File: config.mk
export PLATFORM = sky130hd
export DESIGN_NAME = ddr_wr_arbiter
export DESIGN_NICKNAME = d
export VERILOG_FILES = /design/src/rtl/ddr_wr_arbiter.sv
export SDC_FILE = /design/constraint.sdc
export NUM_CORES = 1
export LEC_CHECK = 0
export BUFFER_PORTS_ARGS = -buffer_cell sky130_fd_sc_hd__buf_2
export CAP_MARGIN = 30
export CELL_PAD_IN_SITES_DETAIL_PLACEMENT = 0
export CELL_PAD_IN_SITES_GLOBAL_PLACEMENT = 2
export CORE_AREA = 2 2 140 142
export DETAILED_ROUTE_END_ITERATION = 8
export DIE_AREA = 0 0 142 144
export PLACE_DENSITY = 0.82
export SLEW_MARGIN = 20
export SYNTH_ARGS = -nofsm -noshare
export SYNTH_HDL_FRONTEND = slang
export SYNTH_SLANG_ARGS = --single-unit
File: constraint.sdc
create_clock -name mem_clk -period 3.5 [get_ports mem_clk]
set_clock_uncertainty 0.2 [all_clocks]
set_input_delay 0.875 -clock mem_clk [delete_from_list [all_inputs] [get_ports mem_clk]]
set_output_delay 0.875 -clock mem_clk [all_outputs]
set_load 0.005 [all_outputs]
File: src/rtl/ddr_wr_arbiter.sv
// -----------------------------------------------------------------------------
// ddr_wr_arbiter
//
// Shares one DDR write-burst port between two burst writers in the mem_clk
// domain. Port 0 is the video capture writer and port 1 is the overlay/rectangle
// writer. Each writer sees the same req / data_req / finish handshake it would
// see from the memory controller directly.
//
// A grant is held for a whole burst. Every burst, including a zero-length
// request, is followed by a one-cycle release gap. A zero-length request is
// answered locally with a finish pulse, and no DDR burst is issued for it.
// Data-beat overruns are flagged with a sticky error bit.
//
// Build option:
//   ARB_RR_EN  defined   : round-robin arbitration. A tie goes to the pointer's
//                          port. The pointer moves past each winner.
//              undefined : fixed priority. Port 0 wins ties, and no pointer
//                          logic is built.
//
// Ports:
//   mem_clk, rst                      clock and synchronous active-high reset
//   pN_wr_burst_req/addr/len/data     burst request from writer N
//   pN_wr_burst_data_req              data strobe routed to writer N
//   pN_burst_finish                   burst-complete pulse to writer N
//   wr_burst_req/addr/len/data        burst request to the DDR controller
//   wr_burst_data_req, burst_finish   strobes from the DDR controller
//   grant                             one-hot current owner, 00 when idle
//   overrun_err                       sticky: more beats than granted length
// -----------------------------------------------------------------------------
module ddr_wr_arbiter #(
   parameter logic [9:0] MAX_LEN = 10'd128
) (
   input  logic        mem_clk,
   input  logic        rst,
   // port 0 (video capture)
   input  logic        p0_wr_burst_req,
   input  logic [26:0] p0_wr_burst_addr,
   input  logic [9:0]  p0_wr_burst_len,
   input  logic [63:0] p0_wr_burst_data,
   output logic        p0_wr_burst_data_req,
   output logic        p0_burst_finish,
   // port 1 (overlay / rectangle)
   input  logic        p1_wr_burst_req,
   input  logic [26:0] p1_wr_burst_addr,
   input  logic [9:0]  p1_wr_burst_len,
   input  logic [63:0] p1_wr_burst_data,
   output logic        p1_wr_burst_data_req,
   output logic        p1_burst_finish,
   // DDR controller side
   output logic        wr_burst_req,
   output logic [26:0] wr_burst_addr,
   output logic [9:0]  wr_burst_len,
   output logic [63:0] wr_burst_data,
   input  logic        wr_burst_data_req,
   input  logic        burst_finish,
   // status
   output logic [1:0]  grant,
   output logic        overrun_err
);

   typedef enum logic [1:0] {
      IDLE = 2'd0,
      LOCK = 2'd1,
      BUSY = 2'd2,
      GAP  = 2'd3
   } state_t;

   state_t      state_q, state_d;
   logic        owner_q, owner_d;      // 0: port 0, 1: port 1
   logic [26:0] addr_q, addr_d;
   logic [9:0]  len_q, len_d;
   logic [1:0]  grant_q, grant_d;
   logic        req_q, req_d;
   logic [9:0]  cnt_q, cnt_d;
   logic        ovr_q, ovr_d;
   logic [1:0]  zl_fin_q, zl_fin_d;    // finish pulse for zero-length requests

`ifdef ARB_RR_EN
   logic        ptr_q, ptr_d;          // port that wins the next tie
`endif

   logic        any_req;
   logic        winner;
   logic [26:0] win_addr;
   logic [9:0]  win_len;
   logic        fwd_en;

   function automatic logic [9:0] clamp_len(input logic [9:0] len);
      return (len > MAX_LEN) ? MAX_LEN : len;
   endfunction

   // ---------------------------------------------------------------------------
   // Arbitration
   // ---------------------------------------------------------------------------
   assign any_req = p0_wr_burst_req | p1_wr_burst_req;

`ifdef ARB_RR_EN
   always_comb begin
      if (p0_wr_burst_req && p1_wr_burst_req) begin
         winner = ptr_q;
      end else begin
         winner = p1_wr_burst_req;
      end
   end
`else
   // Port 1 wins only when port 0 is not asking.
   assign winner = ~p0_wr_burst_req & p1_wr_burst_req;
`endif

   assign win_addr = winner ? p1_wr_burst_addr : p0_wr_burst_addr;
   assign win_len  = winner ? p1_wr_burst_len  : p0_wr_burst_len;

   // ---------------------------------------------------------------------------
   // Next-state and datapath control
   // ---------------------------------------------------------------------------
   always_comb begin
      state_d  = state_q;
      owner_d  = owner_q;
      addr_d   = addr_q;
      len_d    = len_q;
      grant_d  = grant_q;
      req_d    = req_q;
      cnt_d    = cnt_q;
      ovr_d    = ovr_q;
      zl_fin_d = 2'b00;
`ifdef ARB_RR_EN
      ptr_d    = ptr_q;
`endif

      case (state_q)
         IDLE: begin
            if (any_req) begin
               if (win_len == 10'd0) begin
                  // Zero-length requests are answered locally and still pass
                  // through GAP, so the held req is not seen again.
                  zl_fin_d = winner ? 2'b10 : 2'b01;
                  state_d  = GAP;
`ifdef ARB_RR_EN
                  ptr_d    = ~winner;
`endif
               end else begin
                  owner_d = winner;
                  addr_d  = win_addr;
                  len_d   = clamp_len(win_len);
                  grant_d = winner ? 2'b10 : 2'b01;
                  state_d = LOCK;
               end
            end
         end

         LOCK: begin
            req_d   = 1'b1;
            cnt_d   = 10'd0;
            state_d = BUSY;
         end

         BUSY: begin
            if (wr_burst_data_req) begin
               req_d = 1'b0;
               // The beat is forwarded even when it exceeds the length.
               if (cnt_q == len_q) begin
                  ovr_d = 1'b1;
               end
               if (cnt_q != 10'h3FF) begin
                  cnt_d = cnt_q + 10'd1;
               end
            end
            if (burst_finish) begin
               req_d   = 1'b0;
               grant_d = 2'b00;
               state_d = GAP;
`ifdef ARB_RR_EN
               ptr_d   = ~owner_q;
`endif
            end
         end

         GAP: begin
            state_d = IDLE;
         end

         default: begin
            state_d = IDLE;
         end
      endcase
   end

   // ---------------------------------------------------------------------------
   // State registers
   // ---------------------------------------------------------------------------
   always_ff @(posedge mem_clk) begin
      if (rst) begin
         state_q  <= IDLE;
         owner_q  <= 1'b0;
         addr_q   <= 27'd0;
         len_q    <= 10'd0;
         grant_q  <= 2'b00;
         req_q    <= 1'b0;
         cnt_q    <= 10'd0;
         ovr_q    <= 1'b0;
         zl_fin_q <= 2'b00;
      end else begin
         state_q  <= state_d;
         owner_q  <= owner_d;
         addr_q   <= addr_d;
         len_q    <= len_d;
         grant_q  <= grant_d;
         req_q    <= req_d;
         cnt_q    <= cnt_d;
         ovr_q    <= ovr_d;
         zl_fin_q <= zl_fin_d;
      end
   end

`ifdef ARB_RR_EN
   always_ff @(posedge mem_clk) begin
      if (rst) begin
         ptr_q <= 1'b0;
      end else begin
         ptr_q <= ptr_d;
      end
   end
`endif

   // ---------------------------------------------------------------------------
   // Outputs: strobes and write data are steered with no added latency, and
   // only while a burst is in flight.
   // ---------------------------------------------------------------------------
   assign fwd_en = (state_q == BUSY);

   assign p0_wr_burst_data_req = fwd_en & grant_q[0] & wr_burst_data_req;
   assign p1_wr_burst_data_req = fwd_en & grant_q[1] & wr_burst_data_req;
   assign p0_burst_finish      = (fwd_en & grant_q[0] & burst_finish) | zl_fin_q[0];
   assign p1_burst_finish      = (fwd_en & grant_q[1] & burst_finish) | zl_fin_q[1];

   assign wr_burst_data = !fwd_en ? 64'd0 :
                          (owner_q ? p1_wr_burst_data : p0_wr_burst_data);

   assign wr_burst_req  = req_q;
   assign wr_burst_addr = addr_q;
   assign wr_burst_len  = len_q;
   assign grant         = grant_q;
   assign overrun_err   = ovr_q;

endmodule

==> metrics.txt, run 1 <==
placed cell area=5552 µm²; Hold Crit Start=state_q[1]; final-report max-slew violation count=0; Syn Inst Count=472; RSZ-0062 raised after global routing=false; crit path from=owner_q; ys flop type=dfxtp_1; Slew HR=51.02%; final hold vios=0; DR WL/cell=16.54 µm; CP Cell Sequence=buf_12 -> mux2i_1 -> nor2_1 -> buf_2; fill cell count=~2,100; final wirelength=16,650 µm; Skew-Pair Late Insertion Delay=0.29 ns; Clock Pin Slew Worst Setup and Hold Paths=0.07 ns; worst-path fanout max=32; post-route DRC violation count=0; first-pass GRT wire length=24,030 µm; Inserted Clock Buffers=5; class of the most critical setup path=reg2out; GRT Total Usage=15.09%; Final Core Density=between 20% and 30%; Max VDD drop=approximately 0.30 mV; period utilization=80.18%; H-tree depth=2; R2R Path Start=state_q[0]; die area=20,450 µm²; detailed-route vias per instance=4.456; DIE WIDTH=142 µm; post-synthesis cell type count=50; vias=4,487; total grt overflow=0; Design Power=0.003146 W; Ports=317; Critical Path AT=1.73 ns; Buffers on Ports=316; Max stage delay on crit path=0.58 ns; setup_tns=0 ns; TritonRoute pass-1 iters=4; Placer Congestion=0.7960; fmax=0.3564 GHz; post-synthesis sequential area ratio=between 20% and 30%; measured slew at the worst slew-check pin=0.7269 ns; height of the die=144 µm; initial antenna violation count=3; CTS root buf=clkbuf_16; Area Growth Syn to Fin=52.27%; ANT nets after route=0; fin nets=980; largest net degree at the start of global routing=56; CTS Buffer Depth=2; number of flops mapped to enable cells by yosys=0; crit path max-delay cell type=dfxtp_4; vias in the first global route=4,278; most frequent cells in the layout=buf_2 (316), nor2_1 (108), mux2i_1 (70); initial drt markers=139; Mapped Nets=slightly below 700; Min-Delay Path Class=reg2reg; endpoints failing setup=0; element type at the critical path start=flip-flop; post-CTS setup buffers=0; Cell Rows=51; Core ar.=19,080 µm²; Hold Buf Count CTS=0; Leak=about 2.8 nW; Worst EP required=between 2 and 2.5 ns; Ys Warns=0; CTS tree=built; HPWL after DPL=13,610 µm; most common cell after layout, fill and taps aside=buf_2; status=finished, final reports clean; #FFs+latches synth=56; Post-Layout Inst Area=5704 µm²; Post-Syn Area=3746 µm²; clock sink total=56; Pwr per Cell Area=between 500 and 600 nW/µm²; Resize count post-CTS=0; Final min period=between 2 and 3 ns; Synth async-reset ratio=0%; Max-Cap Viols=0; crit end category=output pin; share of cells above drive strength 1=45.18%; Initial Utilization=19.63%; Avg Cell Area, Syn=7.937 µm²
[cells in the mapped netlist, drive strengths merged, types with 4 or more instances]
cell | number | area [µm²]
dfxtp | 56 | 1121
xor2 | 5 | 43.79
nor2 | 109 | 416.7
nand4 | 4 | 25.02
clkbuf | 24 | 90.09
or4 | 4 | 33.78
a21oi | 6 | 33.78
mux2i | 70 | 700.7
buf | 13 | 82.58
ha | 5 | 62.56
nand2 | 68 | 255.2
nor4 | 5 | 73.82
nand3 | 6 | 30.03
a2111oi | 4 | 35.03
xnor2 | 12 | 105.1
o21ai | 7 | 35.03
a311oi | 30 | 262.8
o2bb2ai | 6 | 52.55
[worst max-delay path, delay by kind of cell (launching register included)]
family	cells	cell delay, ns
buf+inv	2	0.42
flops	1	0.58
mux	1	0.33
simple gates	1	0.07
[per-stage QoR]
stage | instances | setup slack, ns | hold slack [ns]
floorplan | 472 | 0.9152 | 0.2570
global placement | 998 | 0.5579 | 0.2770
detailed placement | 998 | 0.5078 | 0.2738
CTS | 1006 | 0.6518 | 0.2863
global route | 1006 | 0.5842 | 0.3129
finish | 1007 | 0.6939 | 0.2842
[power by group]
group          total [W]  switching (W)  internal [W]
clock network   0.000524       0.000237      0.000286
registers       0.000951       0.000140      0.000810
logic            0.00167       0.000933      0.000739
total            0.00315        0.00131       0.00184
[state kept, by name (all words and copies together) (netlist names)]
register	cells
cnt_q	10
grant	2
overrun_err	1
owner_q	1
state_q	2
wr_burst_addr	27
wr_burst_len	10
wr_burst_req	1
zl_fin_q	2
[worst paths after layout]
check | end | slack, ns | depth (start not counted)
max | wr_burst_data[39] | 0.69 | 4
min | state_q[1] | 0.28 | 2
min reg2reg | state_q[1] | 0.28 | 2
max reg2reg | wr_burst_addr[9] | 1.02 | 7
[kinds of logic (layout without fill, tap and decap cells)]
family          after synthesis  count (layout)  share of synthesized area, %
flops                        56              56                         29.93
fa+ha+maj                     5               5                         1.670
buf+inv                      41             337                         5.010
xor+xnor                     17              17                         3.975
other cells                   0               1                             0
compound gates               73              73                         16.03
mux                          71              71                         19.00
simple gates                209             209                         24.38
[layer usage]
metal | share of wire [%] | vias up | track usage (%)
met5 | 0 | - | 0
met4 | 1.3 | 0 | 3.421
met3 | 6.8 | 14 | 2.649
met2 | 50 | 211 | 26.77
met1 | 42 | 1994 | 19.10
li1 | - | 2268 | -
[layout make-up]
type,instances,area [µm²],area share [%]
Clock inverter,1,7.507,0.1316
Tap cell,238,297.8,5.220
Clock buffer,7,142.6,2.501
Multi-Input combinational cell,375,2440,42.77
Timing Repair Buffer,325,1674,29.35
Sequential cell,56,1125,19.72
Antenna cell,1,2.502,0.04387
Inverter,4,15.01,0.2632
Note: power is estimated with default switching activity, not from simulation.
==> run 2, diff against run 1 <==
--- a/config.mk
+++ b/config.mk
@@ -5,14 +5,15 @@
 export SDC_FILE = /design/constraint.sdc
 export NUM_CORES = 1
 export LEC_CHECK = 0
+export ABC_AREA = 1
 export BUFFER_PORTS_ARGS = -buffer_cell sky130_fd_sc_hd__buf_2
 export CAP_MARGIN = 30
 export CELL_PAD_IN_SITES_DETAIL_PLACEMENT = 0
 export CELL_PAD_IN_SITES_GLOBAL_PLACEMENT = 2
-export CORE_AREA = 2 2 140 142
+export CORE_AREA = 2 2 155 157
 export DETAILED_ROUTE_END_ITERATION = 8
-export DIE_AREA = 0 0 142 144
-export PLACE_DENSITY = 0.82
+export DIE_AREA = 0 0 157 159
+export PLACE_DENSITY = 0.78
 export SLEW_MARGIN = 20
 export SYNTH_ARGS = -nofsm -noshare
 export SYNTH_HDL_FRONTEND = slang
==> constraint.sdc (replaced) <==
create_clock -name mem_clk -period 2.9 [get_ports mem_clk]
set_clock_uncertainty 0.2 [all_clocks]
set_input_delay 0.725 -clock mem_clk [delete_from_list [all_inputs] [get_ports mem_clk]]
set_output_delay 0.725 -clock mem_clk [all_outputs]
set_load 0.005 [all_outputs]
==> run 2 against run 1 <==
Synthesized area grew 3.6%. Total power up 5.0%. Worst hold slack got worse by 0.014 ns. Synthesized cell count increased by 48%. First-iteration DRC count up 86%. Critical path depth is 2 higher. Design area increased by 4.1%. Via count up 17%. Largest cell class unchanged. Largest power group unchanged.
==> metrics.txt, run 2 <==
#FFs+latches synth=56; Worst EP required=around 2.0 ns; Inserted Clock Buffers=5; ANT nets after route=0; Pwr per Cell Area=556.4 nW/µm²; ys flop type=dfxtp_1; post-synthesis sequential area ratio=28.88%; number of flops mapped to enable cells by yosys=0; fin nets=1,208; Slew HR=around three quarters; final wirelength=between 15,000 and 20,000 µm; post-synth top area cell=dfxtp_1; vias=5,263; Syn Inst Count=699; status=finished, final reports clean; most numerous cell in the Yosys netlist=nor2_1; multi-input combinational cell area=2382 µm²; Hold Buf Count CTS=0; Clk pwr share=18.4%; TritonRoute pass-1 iters=5; GRT Total Usage=14.25%; Skew-Pair Late Insertion Delay=between 0.2 and 0.3 ns; initial drt markers=approximately 260; power share of the sequential group=32.1%; HPWL after DPL=15,670 µm; measured slew at the worst slew-check pin=0.3476 ns; Clock Pin Slew Worst Setup and Hold Paths=around 0.070 ns; CTS tree=built; DIE WIDTH=157 µm; Post-synth top cells=nor2_1 (220), nand2_1 (169), o21ai_0 (90), dfxtp_1 (56), inv_1 (50); Core ar.=between 20,000 and 25,000 µm²; CP Cell Sequence=inv_1 -> ha_4 -> buf_4 -> nand2_1 -> o21bai_1 -> buf_2; total grt overflow=0; worst-path fanout max=24; fmax=around 0.37 GHz; Mapped Nets=912; Max-Cap Viols=0; die area=24,960 µm²; period utilization=approximately 90%; endpoints failing setup=0; Cell Rows=56; Comb pwr share=49.6%; Ports=317; switch share=42.07%; Max VDD drop=0.3101 mV; class of the most critical setup path=reg2out; RSZ-0062 raised after global routing=false; most common cell after layout, fill and taps aside=buf_2; Critical Path AT=1.76 ns; Ys Warns=0; Synth async-reset ratio=0%; clock sink total=56; Buffers on Ports=316; Switch Pwr=0.001389 W; top-area cell type share of the netlist area=28.88%; Initial Utilization=16.74%; post-CTS setup buffers=0; vias in the first global route=between 5,000 and 6,000; Final min period=2.686 ns; Design Power=~0.0033 W; element type at the critical path start=flip-flop; first-pass GRT wire length=27,780 µm; Min-Delay Path Class=reg2reg; post-synthesis cell type count=32; detailed-route vias per instance=4.002; Ant. Diodes=0; most frequent cells in the layout=buf_2 (316), nor2_1 (220), nand2_1 (169); Int Power=around 0.0019 W; initial antenna violation count=2; DR WL/cell=14.33 µm; Resize count post-CTS=0; Post-Layout Inst Area=around 6000 µm²; placed cell area=5784 µm²; H-tree depth=2; fill cell count=around 2,800; final hold vios=0; FF+latch area=1122 µm²; final-report max-slew violation count=0; CTS Buffer Depth=2; Leak=between 3 and 4 nW; crit path max-delay cell type=dfxtp_1; post-route DRC violation count=0; Max stage delay on crit path=0.33 ns; Avg Cell Area, Syn=5.553 µm²; setup_tns=0 ns; share of cells above drive strength 1=34.94%; height of the die=159 µm; synth top area cells=dfxtp_1 (29%), nor2_1 (21%), nand2_1 (16%); CTS root buf=clkbuf_16; crit end category=output pin; Area Growth Syn to Fin=52.93%; Largest register FFs=27; Post-Syn Area=3881 µm²; largest net degree at the start of global routing=43; Placer Congestion=0.7568
-- run 2: cell types whose count changed in the layout (fill, tap and decap cells not counted), sizes merged, moves of 6 or more --
cell / change
a311oi: -30
nor2: +114
nand2: +103
a21oi: +9
o21ai: +90
o2bb2ai: -6
xnor2: -12
mux2i: -70
nand3: +7
inv: +51
-- run 2: worst max-delay path: cells and delay by family (launching register included) --
family	cells	cell delay [ns]
AND/OR/NAND/NOR	1	0.13
flip-flops	1	0.33
buffers and inverters	3	0.57
adder cells (fa/ha/maj)	1	0.28
AO/OA/AOI/OAI	1	0.14
-- run 2: power groups by stage --
stage,clock network (W),logic (W),registers (W)
2_1_floorplan,0,0.000903,0.00107
3_3_place_gp,0,0.00168,0.00107
3_5_place_dp,0,0.00167,0.00108
4_1_cts,0.000628,0.00167,0.00106
5_1_grt,0.000664,0.00187,0.00109
6_report,0.000606,0.00164,0.00106
-- run 2: kinds of logic after synthesis --
logic type | share of synthesized area, %
xor gates and xnor gates | 0.9026
DFF | 28.88
and+or+nand+nor | 42.46
buffers and inverters | 10.06
AOI/OAI and AO/OA | 16.09
adders and majority gates | 1.612
-- run 2: stage by stage --
step / setup WS (ns) / util (%) / cells / hold WS [ns]
2_1_floorplan: 0.6636 / - / 699 / 0.2466
3_3_place_gp: 0.3148 / 24.94 / 1307 / 0.2558
3_5_place_dp: 0.2436 / 24.94 / 1307 / 0.2622
4_1_cts: 0.02840 / 25.55 / 1315 / 0.2730
5_1_grt: 0.03339 / 25.59 / 1315 / 0.2980
6_report: 0.2142 / 25.59 / 1315 / 0.2699
-- run 2: cell type report --
type | instances | share of cell area [%]
Multi-Input combinational cell | 549 | 40.13
Timing Repair Buffer | 328 | 28.37
Sequential cell | 56 | 18.91
Tap cell | 319 | 6.724
Inverter | 55 | 3.478
Clock buffer | 7 | 2.234
Clock inverter | 1 | 0.1476
-- run 2: final timing paths --
| path | from | endpoint | slack (ns) | depth (start not counted) |
|---|---|---|---|---|
| worst max-delay path | state_q[0] | p1_burst_finish | 0.21 | 6 |
| worst min-delay path | overrun_err | overrun_err | 0.27 | 2 |
| worst max register to register | state_q[0] | cnt_q[9] | 0.60 | 9 |
| worst min register to register | overrun_err | overrun_err | 0.27 | 2 |
-- run 2: metal layers --
metal / track usage [%] / vias to the layer above / routed length (µm)
li1: - / 2775 / -
met1: 15.84 / 2242 / 7514
met2: 26.61 / 228 / 9266
met3: 4.246 / 14 / 1807
met4: 2.711 / 4 / 231
met5: 0 / - / 27
==> run 3, diff against run 2 <==
--- a/config.mk
+++ b/config.mk
@@ -5,14 +5,13 @@
 export SDC_FILE = /design/constraint.sdc
 export NUM_CORES = 1
 export LEC_CHECK = 0
-export ABC_AREA = 1
 export BUFFER_PORTS_ARGS = -buffer_cell sky130_fd_sc_hd__buf_2
 export CAP_MARGIN = 30
 export CELL_PAD_IN_SITES_DETAIL_PLACEMENT = 0
 export CELL_PAD_IN_SITES_GLOBAL_PLACEMENT = 2
-export CORE_AREA = 2 2 155 157
+export CORE_AREA = 2 2 144 146
 export DETAILED_ROUTE_END_ITERATION = 8
-export DIE_AREA = 0 0 157 159
+export DIE_AREA = 0 0 146 148
 export PLACE_DENSITY = 0.78
 export SLEW_MARGIN = 20
 export SYNTH_ARGS = -nofsm -noshare
==> run 3 against run 2 <==
Sequential power rose by 8%. Fmax grew 1.9%. Non-clock buffer count rose by 1. Critical endpoint is now wr_burst_data[51]. Highest routed layer is now met4.
==> metrics.txt, run 3 (same netlist as run 1, synthesis figures left out) <==
share of cells above drive strength 1=45.73%; Buffers on Ports=316; period utilization=90.90%; Ant. Diodes=0; Largest register FFs=27; final-report max-slew violation count=0; die area=21,610 µm²; endpoints failing setup=0; Max-Cap Viols=0; Area Growth Syn to Fin=54.21%; Min-Delay Path Class=reg2reg; Placer Congestion=slightly below 0.8; Cell Rows=between 50 and 60; TritonRoute pass-1 iters=4; Skew-Pair Late Insertion Delay=0.30 ns; Pwr per Cell Area=664.9 nW/µm²; RSZ-0062 raised after global routing=false; HPWL after DPL=roughly 14,000 µm; total grt overflow=0; height of the die=148 µm; vias=4,496; CTS root buf=clkbuf_16; Core ar.=20,040 µm²; Slew HR=48.91%; CTS Buffer Depth=2; worst-path fanout max=43; met2 usage in global routing=26.20%; vias in the first global route=4,402; element type at the critical path start=flip-flop; status=finished, final reports clean; crit path from=state_q[0]; ANT nets after route=0; first-pass GRT wire length=25,900 µm; Max stage delay on crit path=0.38 ns; post-CTS setup buffers=0; Ports=317; fmax=between 0.3 and 0.4 GHz; R2R Path Start=state_q[0]; Hold Buf Count CTS=0; measured slew at the worst slew-check pin=about 0.76 ns; Leak=approximately 2.8 nW; GRT Total Usage=between 10% and 20%; M3 GR Usage=under 10%; Resize count post-CTS=0; Max VDD drop=roughly 0.37 mV; crit path max-delay cell type=buf_4; class of the most critical setup path=reg2out; post-route DRC violation count=0; most frequent cells in the layout=buf_2 (316), nor2_1 (108), mux2i_1 (70); Inserted Clock Buffers=5; Critical Path AT=1.71 ns; DIE WIDTH=146 µm; met1 usage=19.47%; H-tree depth=2; final hold vios=0; Fin Hold WS=0.2883 ns; initial antenna violation count=0; Worst EP required=1.98 ns; Final min period=2.636 ns; setup_tns=0 ns; most common cell after layout, fill and taps aside=buf_2; CTS tree=built; Hold Crit Start=state_q[1]; final wirelength=17,310 µm; detailed-route vias per instance=4.315; crit end category=output pin; largest net degree at the start of global routing=55; fin nets=984; initial drt markers=about 130; CP Cell Sequence=inv_1 -> ha_1 -> inv_2 -> buf_4 -> nor2_1 -> buf_2; busiest grt layer=met2; clock sink total=56; DR WL/cell=16.61 µm; Initial Utilization=18.69%; Clock Pin Slew Worst Setup and Hold Paths=approximately 0.08 ns
## run 3: changes by cell type in the layout (fill, tap and decap cells not counted), sizes merged, moves of 30 or more
cell / change
nand2: -103
mux2i: +70
nor2: -114
inv: -50
a311oi: +30
o21ai: -90
## run 3: critical path: cells and delay by family (launching register included)
family,cells,cell delay (ns)
AND/OR/NAND/NOR,1,0.12
flip-flops,1,0.33
buffers and inverters,4,0.71
adder cells (fa/ha/maj),1,0.23
## run 3: report_power, final
| part | total (W) | internal, W | switching [W] |
|---|---|---|---|
| Sequential | 0.00114 | 0.000978 | 0.000164 |
| Combinational | 0.00206 | 0.000906 | 0.00116 |
| Clock | 0.000638 | 0.000329 | 0.000309 |
| Total | 0.00384 | 0.00221 | 0.00163 |
## run 3: cell type report
cell class / count / area (µm²)
Inverter: 4 / 15.01
Sequential cell: 56 / 1125
Fill cell: 2281 / 14260
Clock inverter: 3 / 27.53
Tap cell: 270 / 337.8
Multi-Input combinational cell: 375 / 2442
Clock buffer: 5 / 125.1
Timing Repair Buffer: 329 / 1704
## run 3: through the flow
| step | cell area [µm²] | power (W) | util (%) | setup slack [ns] | std cells |
|---|---|---|---|---|---|
| floorplan | 3746 | 0.002362 | - | 0.4652 | 472 |
| global placement | 5624 | 0.003264 | 28.07 | 0.2165 | 1034 |
| detailed placement | 5624 | 0.003272 | 28.07 | 0.1810 | 1034 |
| CTS | 5777 | 0.003931 | 28.83 | 0.2051 | 1042 |
| global route | 5777 | 0.004174 | 28.83 | 0.1068 | 1042 |
| finish | 5777 | 0.003841 | 28.83 | 0.2638 | 1042 |
## run 3: final timing paths
kind / slack (ns) / end / cells past startpoint
max reg2reg: 0.50 / wr_burst_addr[24] / 7
min: 0.29 / state_q[1] / 2
min reg2reg: 0.29 / state_q[1] / 2
max: 0.26 / wr_burst_data[51] / 6
## run 3: metal layers
layer	part of all wire, %	up-vias
met5	0	-
li1	-	2270
met3	7.2	8
met1	44	2013
met4	0.80	0
met2	48	205
